==> config.mk <==
export PLATFORM = sky130hd
export DESIGN_NAME = hazard_scheduler
export DESIGN_NICKNAME = d
export VERILOG_FILES = /design/src/rtl/hazard_scheduler.sv
export SDC_FILE = /design/constraint.sdc
export NUM_CORES = 1
export LEC_CHECK = 0
export BUFFER_PORTS_ARGS = -buffer_cell sky130_fd_sc_hd__buf_2
export CELL_PAD_IN_SITES_DETAIL_PLACEMENT = 0
export CELL_PAD_IN_SITES_GLOBAL_PLACEMENT = 1
export CORE_MARGIN = 5
export CORE_UTILIZATION = 31
export DETAILED_ROUTE_END_ITERATION = 8
export PLACE_DENSITY = 0.85
export SLEW_MARGIN = 20
export SYNTH_ARGS = -nofsm -noshare
export SYNTH_HDL_FRONTEND = slang
export SYNTH_SLANG_ARGS = --single-unit
==> constraint.sdc <==
create_clock -name CLK -period 1.87 [get_ports CLK]
set_clock_uncertainty 0.05 [all_clocks]
set_input_delay 0.2805 -clock CLK [delete_from_list [all_inputs] [get_ports CLK]]
set_output_delay 0.2805 -clock CLK [all_outputs]
set_load 0.01 [all_outputs]
==> src/rtl/hazard_scheduler.sv <==
// hazard_scheduler: hazard control for the five-stage ARM pipeline.
// Generates operand forwarding, load-use stalls, PC-write and branch flushes,
// and freezes the whole pipeline while data memory is not ready. A small
// wait-state FSM bounds memory waits (sticky MemTimeout on overrun) and a
// saturating counter tracks cycles in which fetch was stalled.
//
// Handshake note: the memory stage presents a request with MemReqM; the
// access completes in any cycle where MemReadyM is high. Once a wait has
// started (state MWAIT), only MemReadyM matters, as the request is held by
// the frozen memory-stage register.
module hazard_scheduler #(
    parameter int unsigned WAIT_LIMIT = 8
) (
    input  logic       CLK,
    input  logic       RESET,
    input  logic [3:0] A1D,
    input  logic [3:0] A2D,
    input  logic [3:0] RA1E,
    input  logic [3:0] RA2E,
    input  logic [3:0] WA3E,
    input  logic [3:0] WA3M,
    input  logic [3:0] WA3W,
    input  logic       MemtoRegE,
    input  logic       RegWriteM,
    input  logic       RegWriteW,
    input  logic       PCSrcD,
    input  logic       PCSrcE,
    input  logic       PCSrcM,
    input  logic       PCSrcW,
    input  logic       BranchTakenE,
    input  logic       MemReqM,
    input  logic       MemReadyM,
    output logic [1:0] ForwardAE,
    output logic [1:0] ForwardBE,
    output logic       StallF,
    output logic       StallD,
    output logic       StallE,
    output logic       StallM,
    output logic       FlushD,
    output logic       FlushE,
    output logic       FlushW,
    output logic       MemTimeout,
    output logic [15:0] StallCycles,
    output logic [1:0] o_dbg_state
);

    typedef enum logic [1:0] {
        ST_RUN   = 2'd0,
        ST_MWAIT = 2'd1,
        ST_FAULT = 2'd2
    } state_t;

    localparam logic [7:0] LP_LIMIT = 8'(WAIT_LIMIT);

    state_t      r_state;
    state_t      w_state_nxt;
    logic [7:0]  r_wait_cnt;
    logic [7:0]  w_wait_cnt_nxt;
    logic        r_mem_timeout;
    logic [15:0] r_stall_cycles;

    logic        w_ld_stall;
    logic        w_pc_pend;
    logic        w_mem_stall;

    assign w_ld_stall  = MemtoRegE & ((A1D == WA3E) | (A2D == WA3E));
    assign w_pc_pend   = PCSrcD | PCSrcE | PCSrcM;
    assign MemTimeout  = r_mem_timeout;
    assign StallCycles = r_stall_cycles;
    assign o_dbg_state = r_state;

    // Operand forwarding into execute; memory stage result beats writeback.
    always_comb begin
        ForwardAE = 2'b00;
        ForwardBE = 2'b00;
        if (RegWriteM && (WA3M == RA1E) && (RA1E != 4'd15))
            ForwardAE = 2'b10;
        else if (RegWriteW && (WA3W == RA1E) && (RA1E != 4'd15))
            ForwardAE = 2'b01;
        if (RegWriteM && (WA3M == RA2E) && (RA2E != 4'd15))
            ForwardBE = 2'b10;
        else if (RegWriteW && (WA3W == RA2E) && (RA2E != 4'd15))
            ForwardBE = 2'b01;
        if (!RESET) begin
            ForwardAE = 2'b00;
            ForwardBE = 2'b00;
        end
    end

    // Wait-state FSM next state plus stall/flush outputs.
    always_comb begin
        w_state_nxt    = r_state;
        w_wait_cnt_nxt = r_wait_cnt;
        w_mem_stall    = 1'b0;
        StallF         = 1'b0;
        StallD         = 1'b0;
        StallE         = 1'b0;
        StallM         = 1'b0;
        FlushD         = 1'b0;
        FlushE         = 1'b0;
        FlushW         = 1'b0;

        case (r_state)
            ST_RUN: begin
                w_mem_stall = MemReqM & ~MemReadyM;
                if (w_mem_stall) begin
                    w_state_nxt    = ST_MWAIT;
                    w_wait_cnt_nxt = 8'd1;
                end else begin
                    w_wait_cnt_nxt = 8'd0;
                end
            end
            ST_MWAIT: begin
                w_mem_stall = ~MemReadyM;
                if (MemReadyM) begin
                    w_state_nxt    = ST_RUN;
                    w_wait_cnt_nxt = 8'd0;
                end else if (r_wait_cnt == LP_LIMIT) begin
                    w_state_nxt = ST_FAULT;
                end else begin
                    w_wait_cnt_nxt = r_wait_cnt + 8'd1;
                end
            end
            ST_FAULT: begin
                w_state_nxt = ST_FAULT;
            end
            default: begin
                w_state_nxt    = ST_RUN;
                w_wait_cnt_nxt = 8'd0;
            end
        endcase

        if (r_state == ST_FAULT) begin
            StallF = 1'b1;
            StallD = 1'b1;
            StallE = 1'b1;
            StallM = 1'b1;
        end else if (w_mem_stall) begin
            // Freeze everything; hazards re-evaluate once memory is ready.
            StallF = 1'b1;
            StallD = 1'b1;
            StallE = 1'b1;
            StallM = 1'b1;
            FlushW = 1'b1;
        end else begin
            StallF = w_ld_stall | w_pc_pend;
            StallD = w_ld_stall;
            FlushD = w_pc_pend | PCSrcW | BranchTakenE;
            FlushE = w_ld_stall | BranchTakenE;
        end

        if (!RESET) begin
            StallF = 1'b0;
            StallD = 1'b0;
            StallE = 1'b0;
            StallM = 1'b0;
            FlushD = 1'b1;
            FlushE = 1'b1;
            FlushW = 1'b1;
        end
    end

    // State, wait counter and sticky timeout flag.
    always_ff @(posedge CLK or negedge RESET) begin
        if (!RESET) begin
            r_state       <= ST_RUN;
            r_wait_cnt    <= 8'd0;
            r_mem_timeout <= 1'b0;
        end else begin
            r_state       <= w_state_nxt;
            r_wait_cnt    <= w_wait_cnt_nxt;
            r_mem_timeout <= r_mem_timeout | (w_state_nxt == ST_FAULT);
        end
    end

    // Saturating count of fetch-stalled cycles.
    always_ff @(posedge CLK or negedge RESET) begin
        if (!RESET) begin
            r_stall_cycles <= 16'd0;
        end else if (StallF && (r_stall_cycles != 16'hFFFF)) begin
            r_stall_cycles <= r_stall_cycles + 16'd1;
        end
    end

endmodule

# Word level (Yosys, flattened, before mapping)
# Index checks and enable logic that the tools add are counted.
[op_classes]
n_addsub = 2
eq_ne = 14
n_mux = 32
bitwise = 12
n_reduce_logical = 11
[ops]
columns = ["operator", "n"]
rows = [
  ["$eq 4x4->1", 6],
  ["$pmux 8 s3", 1],
  ["$mux 1", 20],
  ["$add 16x1->16 const B", 1],
  ["$mux 8", 2],
  ["$ne 16x16->1 const B", 1],
  ["$mux 2", 7],
  ["$logic_and 1x1->1", 9],
  ["$add 8x1->8 const B", 1],
  ["$eq 8x4->1 const B", 1],
  ["$ne 4x4->1 const B", 2],
  ["$or 1x1->1", 8],
  ["$pmux 2 s3", 1],
  ["$eq 2x2->1 const B", 2],
  ["$ne 3x3->1 const B", 1],
  ["$and 1x1->1", 2],
  ["$eq 2x1->1 const B", 1],
  ["$logic_not 2->1", 1],
  ["$not 1->1", 2],
  ["$pmux 1 s2", 1],
  ["$reduce_and 2->1", 1],
]
[totals]
ff_bits = 27
inputBits = 40
output_inout_bits = 30
elab_cells = 75

# Depth between registers and ports, before layout
[depth]
ltp_word = 8
ltp_mapped = 8
depth_no_buf = 8

# Worst setup path after synthesis
# No wires, ideal clock.
[synth_path]
path_kind = "reg2reg"
from = "register r_stall_cycles[0] (netlist: StallCycles[0])"
to = "register r_stall_cycles[11] (netlist: StallCycles[11])"
setup_ns = 0.080
arrival_time_ns = 1.815
t_required_ns = 1.740
path_slack_ns = -0.075
stages_incl_launch_ff = 9
synth_period_minus_slack_ns = 1.945
cell_sequence = "dfrtp_1 -> ha_1 -> and3_2 -> nand3_1 -> or3_1 -> o31a_2 -> buf_6 -> nand4_1 -> xnor2_1"
[synth_via]
elab_chain_len = 2
elab_cells_between_ends = 3
[synth_lines]
columns = ["item", "line_no", "text"]
rows = [
  ["start, declared", "60", "logic [15:0] r_stall_cycles;"],
  ["start signal, assigned", "181", "r_stall_cycles <= r_stall_cycles + 16'd1;"],
  ["parallel branches: the longest is 2 deep, another holds $add 16x1->16", "--", ""],
]
# Several ways; the timed one is not identified.
# A chain may end at the register's enable or synchronous reset.

# Worst setup path in the final report
[layout_path]
from = "register r_stall_cycles[1] (netlist: StallCycles[1])"
to = "register r_stall_cycles[1] (netlist: StallCycles[1])"
# Same word-level chain as after synthesis.

==> impl_results.md <==
- Status: completed
- Synth Instances: between 150 and 200
- Most frequent cell after synthesis: dfrtp_1
- Pin count of the biggest net entering global routing: 23
- Clock transition at path regs: about 0.1 ns
- Startpoint class of the critical path: register
- Vias/cell: approximately 4.7
- Post-synth EDFFs: 0
- Initial Util: 31.38%
- Synth Register Bits: 27
- Wirelength per Cell: approximately 12 um
- Chip height: roughly 84 um
- Root buffer cell: clkbuf_8
- Yosys cell types: 39
- Number of max-cap violations: 0
- Synth top area share: roughly two fifths
- Share of post-route cells with drive strength above 1: between 40% and 50%
- Worst-skew pair later-pin latency: about 0.28 ns
- Arr. time, crit path: between 1.5 and 2 ns
- Fmax: ~550 MHz
- GP Congestion: 0.8055
- # diodes: 0
- I/O pin total: 70
- Final hold vios: 0
- Initial DRC count: around 90
- R2r setup slk: around 0.064 ns
- Port bufs: about 70
- Final WS setup: ~0.064 ns
- Final Cycle Share: 96.56%
- Yosys Warn Count: 0
- CTS Sinks: 27
- Detailed placement HPWL: 3522 um
- Maximum resistive drop on vdd: approximately 0.3 mV
- Fraction of registers with async set or reset after synthesis: 100.0%
- Grt total ovfl: 0
- Max Slew Vio Count: 0
- Largest cells by area after synthesis: dfrtp_1 (40%), xnor2_1 (13%), xor2_1 (6.7%)
- Crit path from: StallCycles[1]
- Syn Std Cell Area: about 0.0017 sq mm
- Crit-path max cell delay: 0.37 ns
- GRT Util Overall: about 12%
- Synth-to-Final Area Change: 39.96%
- Clk buf depth: 2
- Horiz. Die Dim: between 80 and 90 um
- CTS tree: built
- DRT antenna net count: 0
- Final setup viols: 0
- Reg2Reg Capture Point: StallCycles[1]
- Vias in the first global route: 1,658
- Htree depth: 1
- DRC errors left: 0
- Slowest-stage cell, CP: dfrtp_1
- Leak: between 1 and 1.5 nW
- Row count: 27
- Total number of vias: 1,628
- Pwr Density: 717.6 mW/mm^2
- Seq/Total Area, Yosys: 39.59%
- Tot Pwr: 0.001714 W
- Crit Path Category: register to register
- Post-synth top area cell: dfrtp_1
- Final hold slack: 0.03224 ns
- Crit path time final: roughly 1.8 ns
- Dpl cells: between 300 and 400
- RSZ-0062 raised after global routing: yes
- # nets final: 320
- Worst-Margin Slew: 0.5307 ns
- Worst Setup EP: StallCycles[1]
- Top cells by count, synth: dfrtp_1 (27), xnor2_1 (26), nor2_1 (17), nand4_1 (16), nand2_1 (15)
- Pre-CTS setup slack: -0.0005118 ns
- CP max FO: 11
- Post-Layout Cell Count: about 350
- Worst-path cell chain: ha_2, and3_4, nand3_4, or3_1, o31a_2, mux2_2
- Synth Flop Type: dfrtp_1
- Core box area: between 0.005 and 0.006 sq mm
- Initial antenna violation count: 0
- Post-Route WL: 4279 um
- Endpoint class of the critical path: register
- Die area: 0.007089 sq mm
- Syn nets: about 230
- Mapped Avg Cell Area: 9.275 sq um
- HP Class: primary input to asynchronous set/reset pin
- Final TNS setup: 0 ns
- First-pass GRT wire length: about 7400 um
- Slew margin rel.: around 65%
- R2R Path Start: StallCycles[1]
- R2R cell count: 6
- Req. time, crit path: about 2 ns
- TritonCTS Buffers: 3
- Pre-antenna DRT Iters: 4
logic make-up (layout without fill, tap and decap cells):
group / count (synthesis) / in the layout / share of synthesized area [%]
mux: 3 / 3 / 1.833
simple gates: 84 / 84 / 26.91
xor+xnor: 39 / 39 / 20.01
fa+ha+maj: 3 / 3 / 2.200
buf+inv: 9 / 101 / 2.712
flops: 27 / 27 / 39.59
compound gates: 19 / 19 / 6.745
critical path, delay by kind of cell, from the launching register on:
kind            cells  cell delay (ns)
flops               1             0.37
fa+ha+maj           1             0.18
mux                 1             0.29
compound gates      1             0.20
simple gates        3             0.61
state kept, by name, summed over array words and instances (netlist names):
name	count
o_dbg_state	2
StallCycles	16
MemTimeout	1
r_wait_cnt	8
layout make-up:
class                           count  area, sq um
Clock inverter                      1        7.507
Timing Repair Buffer               92        536.8
Fill cell                         547         3050
Sequential cell                    27        676.9
Multi-Input combinational cell    148         1017
Clock buffer                        3        41.29
Inverter                            5        18.77
Tap cell                           72        90.09
layout by cell type (no fill, tap or decap), drive strengths merged:
cell	netlist	final
nor4b	2	2
a21boi	1	1
mux2	1	1
a31o	1	1
nor2b	1	1
nand4	16	16
or3	4	4
o22ai	1	1
o31a	1	1
dlygate4sd3	0	1
inv	5	5
mux2i	2	2
clkinvlp	0	1
xor2	13	13
clkbuf	1	3
nand2	15	15
a31oi	1	1
nor2	18	18
a21oi	8	8
and3	5	5
dfrtp	27	27
nor4	3	3
nand3	7	7
o31ai	1	1
xnor2	26	26
buf	3	91
or2	2	2
and4	1	1
or4	1	1
ha	3	3
and2	3	3
o21ai	5	5
nand2b	2	2
nor3	4	4
worst min path at each step:
stage                       to
2_1_floorplan       MemTimeout
3_3_place_gp     r_wait_cnt[1]
3_5_place_dp    o_dbg_state[1]
4_1_cts        StallCycles[10]
5_1_grt        StallCycles[14]
6_report       StallCycles[10]
per-stage QoR:
step                instance area (sq um)  util [%]
floorplan                            1727         -
global placement                     2277     41.87
detailed placement                   2277     41.87
CTS                                  2359     43.36
global route                         2389     43.92
finish                               2389     43.92
report_power, final:
group | switching [W] | total [W] | internal, W
registers | 0.000103 | 0.000778 | 0.000675
clock network | 0.000191 | 0.000342 | 0.000151
logic | 0.000283 | 0.000594 | 0.000311
total | 0.000577 | 0.00171 | 0.00114
what timing repair did:
| item | CTS | global route |
|---|---|---|
| pin swaps | 1 | 3 |
| endpoints found under the hold margin | 5 | 0 |
| gates cloned | 0 | 0 |
| endpoints found under the setup margin | 4 | 7 |
| resized for setup | 4 | 5 |
| hold buffers | 1 | 0 |
| buffers inserted | 1 | 2 |
per-layer routing:
layer / vias up / GRT usage (%) / share of wire [%]
li1: 833 / - / -
met1: 737 / 16.91 / 46
met2: 54 / 19.87 / 46
met3: 4 / 2.159 / 6.1
met4: 0 / 4.825 / 1.6
met5: - / 0 / 0
Note: power is estimated with default switching activity, not from simulation.
